### config.mk
export PLATFORM = sky130hd
export DESIGN_NAME = countdown_timer
export DESIGN_NICKNAME = d
export VERILOG_FILES = /design/src/rtl/timer_pkg.sv /design/src/rtl/bcd_down_digit.sv /design/src/rtl/countdown_timer.sv
export SDC_FILE = /design/constraint.sdc
export NUM_CORES = 1
export LEC_CHECK = 0
export ABC_AREA = 1
export BUFFER_PORTS_ARGS = -buffer_cell sky130_fd_sc_hd__buf_2
export CAP_MARGIN = 30
export CORE_UTILIZATION = 50
export CTS_CLUSTER_SIZE = 8
export DETAILED_ROUTE_END_ITERATION = 10
export PLACE_DENSITY = 0.7
export SLEW_MARGIN = 20
export SYNTH_ARGS = -nofsm -noshare
export SYNTH_HDL_FRONTEND = slang
export SYNTH_SLANG_ARGS = --single-unit
### constraint.sdc
create_clock -name clk -period 5.8 [get_ports clk]
set_clock_uncertainty 0.1 [all_clocks]
set_input_delay 0 -clock clk [delete_from_list [all_inputs] [get_ports clk]]
set_output_delay 0 -clock clk [all_outputs]
set_load 0.02 [all_outputs]
### src/rtl/timer_pkg.sv
// Shared definitions for the MM:SS countdown timer.
//   state_t        - controller states IDLE / RUN / PAUSE (done and load_err
//                    are output pulses, not states)
//   BCD9, BCD5     - largest value of a units digit and of a tens digit
//   preset_legal() - true when all four preset digits form a valid MM:SS value
package timer_pkg;

  typedef enum logic [1:0] {
    IDLE  = 2'b00,
    RUN   = 2'b01,
    PAUSE = 2'b10
  } state_t;

  localparam logic [3:0] BCD9 = 4'd9;
  localparam logic [3:0] BCD5 = 4'd5;

  function automatic logic preset_legal(input logic [3:0] mh,
                                        input logic [3:0] ml,
                                        input logic [3:0] sh,
                                        input logic [3:0] sl);
    return (mh <= BCD5) && (ml <= BCD9) && (sh <= BCD5) && (sl <= BCD9);
  endfunction

endpackage

### src/rtl/bcd_down_digit.sv
// One BCD digit of a down-counting borrow chain (purely combinational).
//   digit      - current digit value
//   borrow_in  - decrement request from the less significant stage
//   result     - digit after the optional decrement
//   borrow_out - set when the digit wrapped from 0 to MAX
module bcd_down_digit #(
  parameter logic [3:0] MAX = 4'd9
) (
  input  logic [3:0] digit,
  input  logic       borrow_in,
  output logic [3:0] result,
  output logic       borrow_out
);

  always_comb begin
    result     = digit;
    borrow_out = 1'b0;
    if (borrow_in) begin
      if (digit == 4'd0) begin
        result     = MAX;
        borrow_out = 1'b1;
      end else begin
        result = digit - 4'd1;
      end
    end
  end

endmodule

### src/rtl/countdown_timer.sv
// MM:SS countdown timer, decrementing once every TICK_DIV clk cycles.
//   clk                       - system clock, rising edge
//   reset                     - asynchronous, active-low
//   load, ld_mh/ld_ml/ld_sh/ld_sl - preset request and BCD preset digits
//   start, pause, clear       - control pulses (priority clear > load > pause > start)
//   MH, ML, SH, SL            - registered BCD count digits
//   running                   - high while counting
//   done                      - one-cycle pulse when the count reaches 00:00
//   load_err                  - one-cycle pulse after a rejected preset
module countdown_timer #(
  parameter int unsigned TICK_DIV = 50_000_000
) (
  input  logic       clk,
  input  logic       reset,
  input  logic       load,
  input  logic [3:0] ld_mh,
  input  logic [3:0] ld_ml,
  input  logic [3:0] ld_sh,
  input  logic [3:0] ld_sl,
  input  logic       start,
  input  logic       pause,
  input  logic       clear,
  output logic [3:0] MH,
  output logic [3:0] ML,
  output logic [3:0] SH,
  output logic [3:0] SL,
  output logic       running,
  output logic       done,
  output logic       load_err
);

  import timer_pkg::*;

  localparam int unsigned     PW       = $clog2(TICK_DIV);
  localparam logic [PW-1:0]   PRE_LAST = PW'(TICK_DIV - 1);

  state_t          state, state_nxt;
  logic [PW-1:0]   presc, presc_nxt;
  logic [3:0]      mh_nxt, ml_nxt, sh_nxt, sl_nxt;
  logic            done_nxt, err_nxt;

  logic            tick;
  logic            b_sl, b_sh, b_ml, b_mh;
  logic [3:0]      dec_mh, dec_ml, dec_sh, dec_sl;
  logic            count_nz;

  assign tick     = (state == RUN) && (presc == PRE_LAST);
  assign count_nz = |{MH, ML, SH, SL};

  bcd_down_digit #(.MAX(BCD9)) u_sl (.digit(SL), .borrow_in(tick), .result(dec_sl), .borrow_out(b_sl));
  bcd_down_digit #(.MAX(BCD5)) u_sh (.digit(SH), .borrow_in(b_sl), .result(dec_sh), .borrow_out(b_sh));
  bcd_down_digit #(.MAX(BCD9)) u_ml (.digit(ML), .borrow_in(b_sh), .result(dec_ml), .borrow_out(b_ml));
  bcd_down_digit #(.MAX(BCD5)) u_mh (.digit(MH), .borrow_in(b_ml), .result(dec_mh), .borrow_out(b_mh));

  always_comb begin
    state_nxt = state;
    presc_nxt = presc;
    mh_nxt    = MH;
    ml_nxt    = ML;
    sh_nxt    = SH;
    sl_nxt    = SL;
    done_nxt  = 1'b0;
    err_nxt   = 1'b0;

    if (clear) begin
      state_nxt = IDLE;
      presc_nxt = '0;
      mh_nxt    = '0;
      ml_nxt    = '0;
      sh_nxt    = '0;
      sl_nxt    = '0;
    end else if (load && (state != RUN)) begin
      // A load while counting is dropped entirely, so pause/start still apply.
      if (preset_legal(ld_mh, ld_ml, ld_sh, ld_sl)) begin
        state_nxt = IDLE;
        presc_nxt = '0;
        mh_nxt    = ld_mh;
        ml_nxt    = ld_ml;
        sh_nxt    = ld_sh;
        sl_nxt    = ld_sl;
      end else begin
        err_nxt = 1'b1;
      end
    end else if (pause && (state == RUN)) begin
      state_nxt = PAUSE;
    end else if (start && (state != RUN) && count_nz) begin
      state_nxt = RUN;
      if (state == IDLE) presc_nxt = '0;
    end else if (state == RUN) begin
      if (tick) begin
        presc_nxt = '0;
        // A borrow out of the tens-of-minutes digit would mean 00:00 wrapping.
        if (!b_mh) begin
          mh_nxt = dec_mh;
          ml_nxt = dec_ml;
          sh_nxt = dec_sh;
          sl_nxt = dec_sl;
          if ({dec_mh, dec_ml, dec_sh, dec_sl} == '0) begin
            state_nxt = IDLE;
            done_nxt  = 1'b1;
          end
        end
      end else begin
        presc_nxt = presc + PW'(1);
      end
    end
  end

  always_ff @(posedge clk or negedge reset) begin
    if (!reset) begin
      state    <= IDLE;
      presc    <= '0;
      MH       <= '0;
      ML       <= '0;
      SH       <= '0;
      SL       <= '0;
      running  <= 1'b0;
      done     <= 1'b0;
      load_err <= 1'b0;
    end else begin
      state    <= state_nxt;
      presc    <= presc_nxt;
      MH       <= mh_nxt;
      ML       <= ml_nxt;
      SH       <= sh_nxt;
      SL       <= sl_nxt;
      running  <= (state_nxt == RUN);
      done     <= done_nxt;
      load_err <= err_nxt;
    end
  end

endmodule

# --- After elaboration in Yosys (flattened, before gate mapping) ---
# Index checks and enable logic that the tools add are counted.
word_totals:
  ff_bits: 47
  inputBits: 22
  output_inout_bits: 19
  word_cells: 123
classes:
  add_sub_neg: 5
  n_lt_le_gt_ge: 4
  n_eq_ne: 9
  n_mux: 76
  reduce_logical: 20
op_table:
  columns: ["op", "count"]
  rows:
  - ["26-bit two-way mux", 8]
  - ["4-bit two-way mux", 40]
  - ["26-bit by 1-bit adder with 26-bit output, second input constant", 1]
  - ["26-bit equality test, second input constant", 1]
  - ["1-bit two-way mux", 19]
  - ["2-bit two-way mux", 9]
  - ["16-bit zero test", 1]
  - ["4-bit zero test", 4]
  - ["16-bit OR reduction", 1]
  - ["4-bit by 1-bit subtractor with 4-bit output, second input constant", 4]
  - ["4-bit by 3-bit less-or-equal comparator with 1-bit output, second input constant", 2]
  - ["4-bit less-or-equal comparator, second input constant", 2]
  - ["1-bit logical AND", 8]
  - ["3-bit by 2-bit != test with 1-bit output, second input constant", 2]
  - ["3-bit != test, second input constant", 2]
  - ["6-bit AND reduction", 1]
  - ["3-bit nonzero test", 2]
  - ["2-bit by 1-bit equality test with 1-bit output, second input constant", 2]
  - ["4-bit by 3-bit != test with 1-bit output, second input constant", 1]
  - ["4-bit AND reduction", 1]
  - ["4-bit nonzero test", 1]
  - ["2-bit zero test", 1]
  - ["2-bit by 1-bit != test with 1-bit output, second input constant", 1]

# --- Depth between registers and ports, before layout ---
# Gate-level depths: netlist of the first run.
depth:
  depth_word: 16
  ltp_mapped: 16
  ltp_nobuf: 16

# --- Modules after synthesis ---
# Synthesis of the first run repeated with hierarchy kept, for this count alone.
unflattened:
  cells_unflattened: 571
  area_unflattened_um2: 3621.0
by_module_without_submodules:
  columns: ["module", "n_inst", "cells_each", "area_per_inst_um2", "seq_area_each_um2"]
  rows:
  - ["countdown_timer", 1, 505, 3288.2, 1176.1]
  - ["bcd_down_digit (u_ml ...)", 2, 17, 87.6, 0.0]
  - ["bcd_down_digit (u_mh ...)", 2, 16, 78.8, 0.0]

# --- Least setup slack after synthesis of the first run ---
# OpenSTA, ideal clock, no wires.
synth_timing:
  kind: "flip-flop to flip-flop"
  from: "register SL[0]"
  to: "register presc[22]"
  setup_ps: 128
  arrival_ps: 2004
  required_ps: 5572
  setup_slack_ps: 3568
  stages_incl_launch_ff: 16
  path_buffers: 1
  period_less_slack_ps: 2232
  cell_sequence: "dfrtp_1 -> inv_1 -> ha_1 -> nand3_4 -> nor2_4 -> nand2_2 -> nand2_4 -> inv_2 -> nor2_2 -> nand3_2 -> nand2_4 -> inv_2 -> buf_6 -> nand2_1 -> xor2_1 -> nor2_1"
synth_between:
  elab_chain_cells: 6
  elab_cells_between_ends: 9
  cone_classes: "1 x eq/ne; 4 x mux; 4 x reduce/logical"
synth_lines:
  columns: ["item", "line", "source"]
  rows:
  - ["start: declaration", "countdown_timer.sv:26", "output logic [3:0] SL,"]
  - ["start signal: assignment", "countdown_timer.sv:126", "SL <= sl_nxt;"]
  - ["16-bit OR reduction (*)", "countdown_timer.sv:48", "assign count_nz = |{MH, ML, SH, SL};"]
  - ["1-bit logical AND (*)", "countdown_timer.sv:86", "end else if (start && (state != RUN) && count_nz) begin"]
  - ["26-bit two-way mux", "countdown_timer.sv:86", null]
  - ["26-bit two-way mux", "countdown_timer.sv:84", "end else if (pause && (state == RUN)) begin"]
  - ["26-bit two-way mux", "countdown_timer.sv:72", "end else if (load && (state != RUN)) begin"]
  - ["26-bit two-way mux", "countdown_timer.sv:65", "if (clear) begin"]
  - ["end signal: assignment", "countdown_timer.sv:122", "presc <= presc_nxt;"]
  - ["end: declaration", "countdown_timer.sv:38", "logic [PW-1:0] presc, presc_nxt;"]
# Every way passes the cells marked *; elsewhere a longest branch is shown, timed or not. The select of a mux whose other input is x is not followed.
# A chain may end at the register's enable or synchronous reset.

# --- Worst setup path in the final report of the first run ---
layout_timing:
  from: "register state[0]"
  to: "register presc[5]"
layout_between:
  elab_chain_cells: 8
  elab_cells_between_ends: 19
  cone_classes: "5 x eq/ne; 6 x mux; 8 x reduce/logical"
layout_lines:
  columns: ["item", "line", "source"]
  rows:
  - ["start: declaration", "countdown_timer.sv:37", "state_t state, state_nxt;"]
  - ["start signal: assignment", "countdown_timer.sv:121", "state <= state_nxt;"]
  - ["2-bit by 1-bit equality test with 1-bit output", "countdown_timer.sv:47, countdown_timer.sv:84, countdown_timer.sv:89", null]
  - ["1-bit logical AND", "countdown_timer.sv:47", "assign tick = (state == RUN) && (presc == PRE_LAST);"]
  - ["26-bit two-way mux", "countdown_timer.sv:90", "if (tick) begin"]
  - ["26-bit two-way mux", "countdown_timer.sv:89", "end else if (state == RUN) begin"]
  - ["26-bit two-way mux", "countdown_timer.sv:86", null]
  - ["26-bit two-way mux", "countdown_timer.sv:84", null]
  - ["26-bit two-way mux", "countdown_timer.sv:72", null]
  - ["26-bit two-way mux", "countdown_timer.sv:65", null]
# Parallel ways exist; a longest one is shown, timed or not. The select of a mux whose other input is x is not followed.

==> impl_metrics.csv, run 1 <==
group,metric,value,unit
logic_synthesis,synth_top_flop_cell,"dfrtp_1",
floorplanning,initial_utilization,0.523,
layout,final_cell_mix,"nand2_1, nor2_1, dfrtp_1, inv_1, buf_2",
logic_synthesis,post_synth.cell_area_avg,6.78,um^2
timing,post-route-period-util,0.499,
setup_path,crit_path_top_delay_cell,"inv_2",
placed_design,numPortBuffers,40,
pwr,clkPwrFrac,0.227,
timing,max_freq,345,MHz
pwr,p_leak,0.00187,uW
timing,setup_viol,0,
logic_synthesis,ys_ff_latch,47,
layout,nets,605,
layout,area_delta_synth_final,14.9,%
clocking,root_buffer,"clkbuf_8",
drt,vias,3740,
floorplanning,fp.dieW,86.5,um
layout,final_common_cell,"nand2_1",
floorplanning,io_pins,41,
layout,num_antenna_cells,0,
timing,relSlewSlack,0.636,
timing,finalSetupTns,0,ns
grt,grt_max_degree,32,
floorplanning,die-area,7490,um^2
clocking,clock_sinks,47,
setup_path,cp-start-kind,"flip-flop",
timing,worst_slew_pin_slew,0.545,ns
layout,final_cell_area,4110,um^2
setup_path,ff2ff_path_depth,12,
logic_synthesis,syn_inst,527,
drt,drt_iter0_drc,290,
logic_synthesis,yosys.area.top_type_share,0.329,
timing,min_period,2.90,ns
logic_synthesis,yosys-top-cells-area,"dfrtp_1, nand2_1, nor2_1",
placed_design,placed_cell_area,3840,um^2
run_status,status,"complete, no violations",
pwr,p_sw,366,uW
clocking,clkTransAtPathRegs,0.09,ns
drt,antenna_left,0,
clocking,post_cts_buffers,0,
pwr,intPower,543,uW
logic_synthesis,netlist_area,3570,um^2
clocking,cts_hold_repair.buffers,18,
grt,first_global_vias,3556,
placed_design,place_congestion,0.923,
setup_path,slowest_delay,0.48,ns
floorplanning,num_rows,30,
setup_path,path_common_cell,"inv_2",
setup_path,cp.required,5.90,ns
setup_path,path_delay_family,"buffers and inverters",
pwr,power_density,221,nW/um^2
clocking,clock_latency,0.30,ns
layout,layout-drive-gt1-share,0.178,
clocking,htree_levels,2,
grt,grt_pass1_wl,17.0,mm
run,max_cap_violations,0,
setup_path,worstPathArrival,3.00,ns
pwr,p_comb_frac,0.353,
drt,vias_per_cell,5.53,
pwr,ir_drop,0.155,mV
grt,grt_usage,0.295,
drt,drc,0,
setup_path,path_cells,"nand2_2 > nand2_2 > inv_2 > nor2_4 > inv_2 > o21ai_2 > a21oi_4 > nand2_4 > inv_2 > nand3_1 > o21ai_1 > nor2_1",
logic_synthesis,seq_area_frac_synth,0.329,
hold_path,hp-class,"primary input to async pin",
logic_synthesis,yosys_warnings,0,
setup_path,path_depth,12,
setup_path,path_buf_inv,3,
placed_design,hpwlAfterDp,7.79,mm
floorplanning,core_region_area,6830,um^2
setup_path,worstPathMaxFanout,29,
logic_synthesis,ys_types,41,
logic_synthesis,synth_nets,552,
floorplanning,die_h,86.5,um
layout,n_fill_cell,658,
logic_synthesis,synth_top_area_cell,"dfrtp_1",
clocking,tritoncts,"done",
grt,grt-ovfl-total,0,
clocking,cts_buffers,5,
logic_synthesis,synth-edff-count,0,
setup_path,critPathKind,"flip-flop to flip-flop",
timing,rsz0062_at_grt,"false",
clocking,cts_resized,0,
pwr,pwr-share-seq,0.420,
clocking,cts_buffer_depth,2,
timing,maxSlewViolCount,0,
drt,firstDrtPassIters,6,
pwr,swShare,0.403,
grt,antenna_found_initial,0,
logic_synthesis,synth_async_sr_flop_share,1.00,
drt,wl_per_cell,15.3,um
timing,finalHoldViolations,0,
setup_path,cp-end-kind,"flip-flop",
drt,totalWireLength,10.3,mm
logic make-up after synthesis:
family	after synthesis	synth area share
AO/OA/AOI/OAI	72	0.115
adder cells (fa/ha/maj)	3	0.0105
buffers and inverters	79	0.0914
flip-flops	47	0.329
AND/OR/NAND/NOR	309	0.412
XOR/XNOR	17	0.0417
through the flow:
step	setup slack (ns)	power, uW	hold WS (ns)	util	std cells
final	2.90	909	0.0514	0.601	676
after global routing	2.60	965	0.0746	0.601	676
after CTS	2.92	908	0.0477	0.601	676
after detailed placement	2.94	695	-0.148	0.562	651
after global placement	3.03	691	0.145	0.559	650
after floorplan	3.57	610	-0.396	-	527
worst paths after layout:
| path | from | to | slack (ns) |
|---|---|---|---|
| setup reg to reg | state[0] | presc[5] | 2.90 |
| hold reg to reg | state[0] | state[0] | 0.46 |
| hold / removal | reset | presc[5] | 0.05 |
| min in group clk | ld_ml[0] | ML[0] | 0.07 |
| max in group asynchronous | reset | state[0] | 5.05 |
| setup / recovery | state[0] | presc[5] | 2.90 |
final cells by class:
type / instances / area [um^2] / area share
Timing Repair Buffer: 59 / 400 / 0.0975
Clock buffer: 6 / 82.6 / 0.0201
Tap cell: 96 / 120 / 0.0293
Multi-Input combinational cell: 401 / 2070 / 0.504
Sequential cell: 47 / 1180 / 0.286
Inverter: 66 / 250 / 0.0610
Clock inverter: 1 / 5.00 / 0.00122
per-layer routing:
layer	GRT usage	share of wire	wire length [um]	vias up
met4	0.127	0.037	387	0
met2	0.534	0.50	5210	164
met1	0.346	0.40	4130	1707
met3	0.0429	0.058	599	34
met5	0	0	0	-
li1	-	-	-	1835
state kept, by name, summed over array words and instances, names as in the netlist:
name / flops
presc: 26
state: 2
SL: 4
ML: 4
done: 1
SH: 4
load_err: 1
running: 1
MH: 4
worst reg2reg max path: stages, from the launching register on:
cell and delay [ns]:
dfrtp_1 0.41, nand2_2 0.13, nand2_2 0.29, inv_2 0.50
nor2_4 0.10, inv_2 0.11, o21ai_2 0.09, a21oi_4 0.16
nand2_4 0.17, inv_2 0.40, nand3_1 0.17, o21ai_1 0.15
nor2_1 0.05
synth_stat cells (7+ instances only):
library cell  instances
nand2_1             123
nor2_1               74
dfrtp_1              47
inv_1                47
nand3_1              38
a21oi_1              20
nand4_1              19
o21ai_1              19
inv_2                18
xor2_1               16
o21ai_0              15
nor3_1               14
nor2_4                8
nand2_2               7
nor2_2                7
power groups by stage:
stage / Sequential (uW) / Combinational [uW] / Clock (uW)
final: 381 / 321 / 206
after CTS: 381 / 318 / 209
after global routing: 386 / 353 / 227
after detailed placement: 387 / 308 / 0
after global placement: 387 / 304 / 0
after floorplan: 407 / 203 / 0
No activity file was read; power rests on OpenSTA's default activity.
==> inputs of run 2 (changes only) <==
Settings changed: ABC_AREA 1 to 0, PLACE_DENSITY 0.7 to 0.71.
Clock period 5.8 ns to 3 ns, I/O delays scaled along.
==> run 2 against run 1 <==
Effect of this change: clock power is 140% higher; largest power group unchanged; total power is 100% higher; die area is 12% lower; sequential share of layout area is 2.4 points higher; highest routed layer unchanged; synthesized cell count is 27% lower; critical endpoint is now MH[3]; utilization is 3.1 points higher.
==> impl_metrics.csv, run 2 <==
group,metric,value,unit
logic_synthesis,yosys-top-cells-area,"dfrtp_1, nor2_1, o21ai_0",
drt,vias,3271,
layout,multi_input_comb_area,1830,um^2
floorplanning,die_h,81.1,um
drt,vias_per_cell,6.27,
layout,final_common_cell,"nor2_1",
logic_synthesis,synth-edff-count,0,
logic_synthesis,ys_ff_latch,47,
pwr,swShare,0.368,
drt,drc,0,
layout,largest_reg_flops,26,
logic_synthesis,synth_top_area_cell,"dfrtp_1",
pwr,ir_drop,0.324,mV
timing,finalHoldViolations,0,
clocking,root_buffer,"clkbuf_8",
setup_path,worstPathMaxFanout,6,
timing,min_period,2.80,ns
logic_synthesis,yosys_warnings,0,
setup_path,cp.required,3.11,ns
drt,antenna_left,0,
timing,relSlewSlack,0.635,
grt,first_global_vias,2984,
floorplanning,fp.dieW,81.1,um
logic_synthesis,synth_nets,408,
pwr,p_leak,0.00161,uW
layout,n_fill_cell,525,
drt,wl_per_cell,16.6,um
pwr,intPower,1160,uW
layout,seq_area,1180,um^2
setup_path,cp-end-kind,"flip-flop",
layout,num_antenna_cells,0,
clocking,htree_levels,2,
layout,final_cell_mix,"nor2_1, dfrtp_1, buf_2, nand2_1, o21ai_0",
pwr,p_comb_frac,0.340,
logic_synthesis,seq_area_frac_synth,0.376,
logic_synthesis,synth_async_sr_flop_share,1.00,
floorplanning,initial_utilization,0.522,
timing,maxSlewViolCount,0,
layout,regMostFlops,"presc",
logic_synthesis,netlist_area,3130,um^2
timing,worst_slew_pin_slew,0.548,ns
timing,setup_viol,0,
layout,area_delta_synth_final,21.0,%
placed_design,numPortBuffers,40,
grt,grt_usage,0.288,
logic_synthesis,syn_inst,383,
floorplanning,core_region_area,5990,um^2
grt,antenna_found_initial,0,
clocking,clkTransAtPathRegs,0.10,ns
grt,grt-ovfl-total,0,
logic_synthesis,yosys.area.top_type_share,0.376,
run,max_cap_violations,0,
setup_path,cp-start-kind,"flip-flop",
timing,finalSetupTns,0,ns
pwr,clkPwrFrac,0.264,
floorplanning,io_pins,41,
drt,firstDrtPassIters,5,
logic_synthesis,netlist_top_cells_count,"nor2_1, dfrtp_1, nand2_1, o21ai_0, a21oi_1",
logic_synthesis,synth_top_flop_cell,"dfrtp_1",
grt,grt_pass1_wl,14.4,mm
drt,totalWireLength,8.67,mm
hold_path,hp-class,"primary input to flip-flop",
timing,max_freq,358,MHz
drt,drt_iter0_drc,440,
pwr,total_power,1840,uW
placed_design,placed_cell_area,3510,um^2
grt,grt_max_degree,28,
clocking,clock_latency,0.31,ns
setup_path,critPathKind,"flip-flop to flip-flop",
pwr,power_density,486,nW/um^2
layout,final_cell_area,3780,um^2
logic_synthesis,ys_types,57,
pwr,pwr-share-seq,0.396,
clocking,clock_sinks,47,
timing,rsz0062_at_grt,"false",
timing,post-route-period-util,0.932,
clocking,cts_buffers,5,
setup_path,worstPathArrival,2.91,ns
placed_design,hpwlAfterDp,6.11,mm
floorplanning,die-area,6580,um^2
layout,nets,471,
floorplanning,num_rows,28,
placed_design,place_congestion,0.967,
clocking,cts_buffer_depth,2,
clocking,tritoncts,"done",
logic_synthesis,synth.most_common_cell,"nor2_1",
logic_synthesis,post_synth.cell_area_avg,8.17,um^2
pwr,p_sw,677,uW
clocking,post_cts_buffers,0,
run_status,status,"complete, no violations",
layout,layout-drive-gt1-share,0.183,
[run 2: cell count changes after synthesis, sizes merged, moves of 7 or more]
cell / previous run / this run
nor2: 89 / 48
a31oi: 0 / 7
inv: 66 / 12
nor2b: 0 / 9
and2: 0 / 7
nand2: 132 / 36
nand4: 20 / 9
nand3: 41 / 16
xor2: 16 / 1
o31ai: 4 / 17
[run 2: critical path, cell delays in order, from the launching register on]
cell and delay (ns):
dfrtp_1 0.42, ha_1 0.22, nand3_1 0.19, or4_4 0.64, nor2_1 0.24, and2_1 0.29, nand4_1 0.20, o21a_1 0.23
o21a_1 0.16
[run 2: metal layers]
metal / global-route usage / wire length (um) / up-vias
li1: - / - / 1540
met1: 0.423 / 4070 / 1583
met2: 0.434 / 3900 / 139
met3: 0.0461 / 585 / 9
met4: 0.0786 / 108 / 0
met5: 0 / 0 / -
[run 2: worst paths after layout]
kind	start	end	slack, ns	depth (start not counted)
worst max-delay path	presc[0]	MH[3]	0.20	8
worst min-delay path	ld_sl[1]	SL[1]	0.02	5
worst max register to register	presc[0]	MH[3]	0.20	8
worst min register to register	presc[25]	presc[25]	0.41	1
max in group asynchronous	reset	SL[0]	2.17	3
min in group asynchronous	reset	presc[20]	0.10	2
[run 2: layout make-up]
type,instances,share of cell area
multi-input cells,305,0.483
flip-flops and latches,47,0.311
repair buffers,75,0.140
well taps,75,0.0248
clock buffers,5,0.0182
inverters,12,0.0119
clock inverters,3,0.0116
[run 2: through the flow]
step	cells	util	setup WS [ns]	hold slack, ns
3_3_place_gp	497	0.582	0.301	0.166
4_1_cts	522	0.631	0.159	0.0169
6_report	522	0.632	0.203	0.0202
2_1_floorplan	383	-	0.410	-0.396
5_1_grt	522	0.632	0.00348	0.0573
3_5_place_dp	498	0.585	0.185	-0.0883
[run 2: kinds of logic (layout without fill, tap and decap cells)]
family                   count (synthesis)  in the layout  share of synthesized area
AO/OA/AOI/OAI                          119            119                      0.244
XOR/XNOR                                 1              1                    0.00280
adder cells (fa/ha/maj)                  3              3                     0.0120
buffers and inverters                   31             95                     0.0416
flip-flops                              47             47                      0.376
multiplexers                             4              4                     0.0136
AND/OR/NAND/NOR                        178            178                      0.311
[run 2: repair_timing]
action,4_1_cts,5_1_grt
resized for setup,0,2
hold buffers,16,0
endpoints found under the setup margin,0,2
endpoints found under the hold margin,62,0
[run 2: power groups by stage]
stage / clock network, uW / registers (uW) / logic, uW
after CTS: 493 / 726 / 617
after detailed placement: 0 / 738 / 601
after floorplan: 0 / 756 / 370
final: 486 / 729 / 625
after global routing: 521 / 736 / 696
after global placement: 0 / 736 / 588
==> inputs of run 3 (changes only) <==
Clock period 3 ns to 3.2 ns, I/O delays scaled along.
==> run 3 against run 2 <==
Effect of this change: total power shrank 7.1%; via count shrank 4.4%; sequential cell count is the same; non-clock buffer count shrank 3; combinational power shrank 7.7%; maximum frequency shrank 7.7%; sequential share of layout area grew 0.082 points; final cell count shrank 0.38%; global-route usage shrank 1.9 points; critical path depth grew 3; clock power shrank 7.8%; worst hold slack gained 0.0011 ns.
==> impl_metrics.csv, run 3 (same netlist as run 2, synthesis figures left out) <==
group,metric,value,unit
run_status,status,"complete, no violations",
timing,finalSetupTns,0,ns
drt,drc,0,
grt,grt-ovfl-total,0,
pwr,swShare,0.363,
setup_path,cp.required,3.30,ns
layout,regMostFlops,"presc",
layout,n_fill_cell,509,
pwr,clkPwrFrac,0.262,
grt,antenna_found_initial,1,
grt,grt_pass1_wl,13.6,mm
placed_design,numPortBuffers,40,
setup_path,cp-end-kind,"flip-flop",
hold_path,hp-class,"primary input to flip-flop",
floorplanning,die-area,6580,um^2
floorplanning,initial_utilization,0.522,
pwr,power_density,453,nW/um^2
pwr,ir_drop,0.243,mV
clocking,clock_latency,0.31,ns
drt,vias,3128,
timing,post-route-period-util,0.947,
drt,firstDrtPassIters,5,
timing,setup_viol,0,
clocking,clkTransAtPathRegs,0.09,ns
layout,nets,468,
layout,largest_reg_flops,26,
placed_design,hpwlAfterDp,5.73,mm
clocking,htree_levels,2,
layout,final_cell_mix,"dfrtp_1, nor2_1, buf_2, nand2_1, o21ai_0",
timing,worst_slew_pin_slew,0.632,ns
pwr,pwr-share-seq,0.400,
floorplanning,io_pins,41,
drt,drt_iter0_drc,243,
setup_path,critPathKind,"flip-flop to flip-flop",
setup_path,worstPathArrival,3.13,ns
drt,totalWireLength,8.21,mm
run,max_cap_violations,0,
timing,max_freq,330,MHz
pwr,p_sw,620,uW
timing,maxSlewViolCount,0,
clocking,cts_buffers,5,
drt,vias_per_cell,6.02,
clocking,tritoncts,"done",
placed_design,place_ws,0.332,ns
placed_design,placed_cell_area,3450,um^2
layout,layout-drive-gt1-share,0.171,
timing,relSlewSlack,0.574,
pwr,p_leak,0.00160,uW
pwr,p_comb_frac,0.337,
layout,final_cell_area,3770,um^2
clocking,root_buffer,"clkbuf_8",
layout,area_delta_synth_final,20.6,%
timing,min_period,3.03,ns
placed_design,place_congestion,0.891,
clocking,clock_sinks,47,
drt,wl_per_cell,15.8,um
grt,grt_max_degree,26,
pwr,intPower,1090,uW
placed_design,dp.cells,492,
grt,first_global_vias,2805,
drt,antenna_left,0,
floorplanning,num_rows,28,
floorplanning,core_region_area,5990,um^2
grt,grt_usage,0.268,
setup_path,worstPathMaxFanout,21,
floorplanning,die_h,81.1,um
setup_path,cp-start-kind,"flip-flop",
layout,fin_cells,520,
timing,worst_slack,0.169,ns
floorplanning,fp.dieW,81.1,um
clocking,cts_buffer_depth,2,
timing,finalHoldViolations,0,
[run 3: area by class of cell]
cell class	count	area (um^2)	share of cell area
repair buffers	72	504	0.134
well taps	75	93.8	0.0249
inverters	12	45.0	0.0119
flip-flops and latches	47	1180	0.312
clock buffers	5	68.8	0.0182
multi-input cells	305	1840	0.488
diodes	1	2.50	0.000663
clock inverters	3	43.8	0.0116
[run 3: critical path, cell delays in order (launching register included)]
cell,delay [ns]
dfrtp_1,0.46
inv_1,0.13
ha_1,0.21
nor4b_4,0.24
buf_4,0.18
nand4_1,0.18
o2111ai_2,0.23
a21o_1,0.17
buf_6,0.19
mux2i_1,0.21
nor2_1,0.05
dlygate4sd3_1,0.56
[run 3: timing repair]
action | in CTS | in global routing
resized for setup | 0 | 4
hold endpoints to repair | 38 | 0
hold buffers | 19 | 0
buffers inserted | 0 | 0
endpoints found under the setup margin | 0 | 2
[run 3: power by group through the flow]
stage	Clock, uW	Combinational [uW]	Sequential [uW]
6_report	448	577	684
5_1_grt	475	639	693
2_1_floorplan	0	347	709
4_1_cts	457	561	682
3_5_place_dp	0	540	693
3_3_place_gp	0	534	692
[run 3: path summary, 6_finish.rpt]
kind / start / end / slack (ns) / depth (start not counted)
worst max-delay path: SL[0] / SL[0] / 0.17 / 11
worst min-delay path: ld_sl[1] / SL[1] / 0.02 / 5
worst max register to register: SL[0] / SL[0] / 0.17 / 11
worst min register to register: presc[6] / presc[6] / 0.42 / 1
max in group asynchronous: reset / presc[15] / 2.35 / 3
min in group asynchronous: reset / presc[19] / 0.12 / 2
[run 3: metrics by stage]
step | power (uW) | hold slack [ns] | utilization
floorplan | 1060 | -0.396 | -
global placement | 1230 | 0.158 | 0.572
detailed placement | 1230 | -0.0587 | 0.576
CTS | 1700 | 0.0195 | 0.626
global route | 1810 | 0.0803 | 0.630
finish | 1710 | 0.0212 | 0.630
[run 3: metal layers]
| metal | global-route usage | up-vias | part of all wire |
|---|---|---|---|
| li1 | - | 1542 | - |
| met1 | 0.386 | 1485 | 0.49 |
| met5 | 0 | - | 0 |
| met4 | 0.0786 | 0 | 0.0094 |
| met2 | 0.410 | 95 | 0.44 |
| met3 | 0.0461 | 6 | 0.067 |
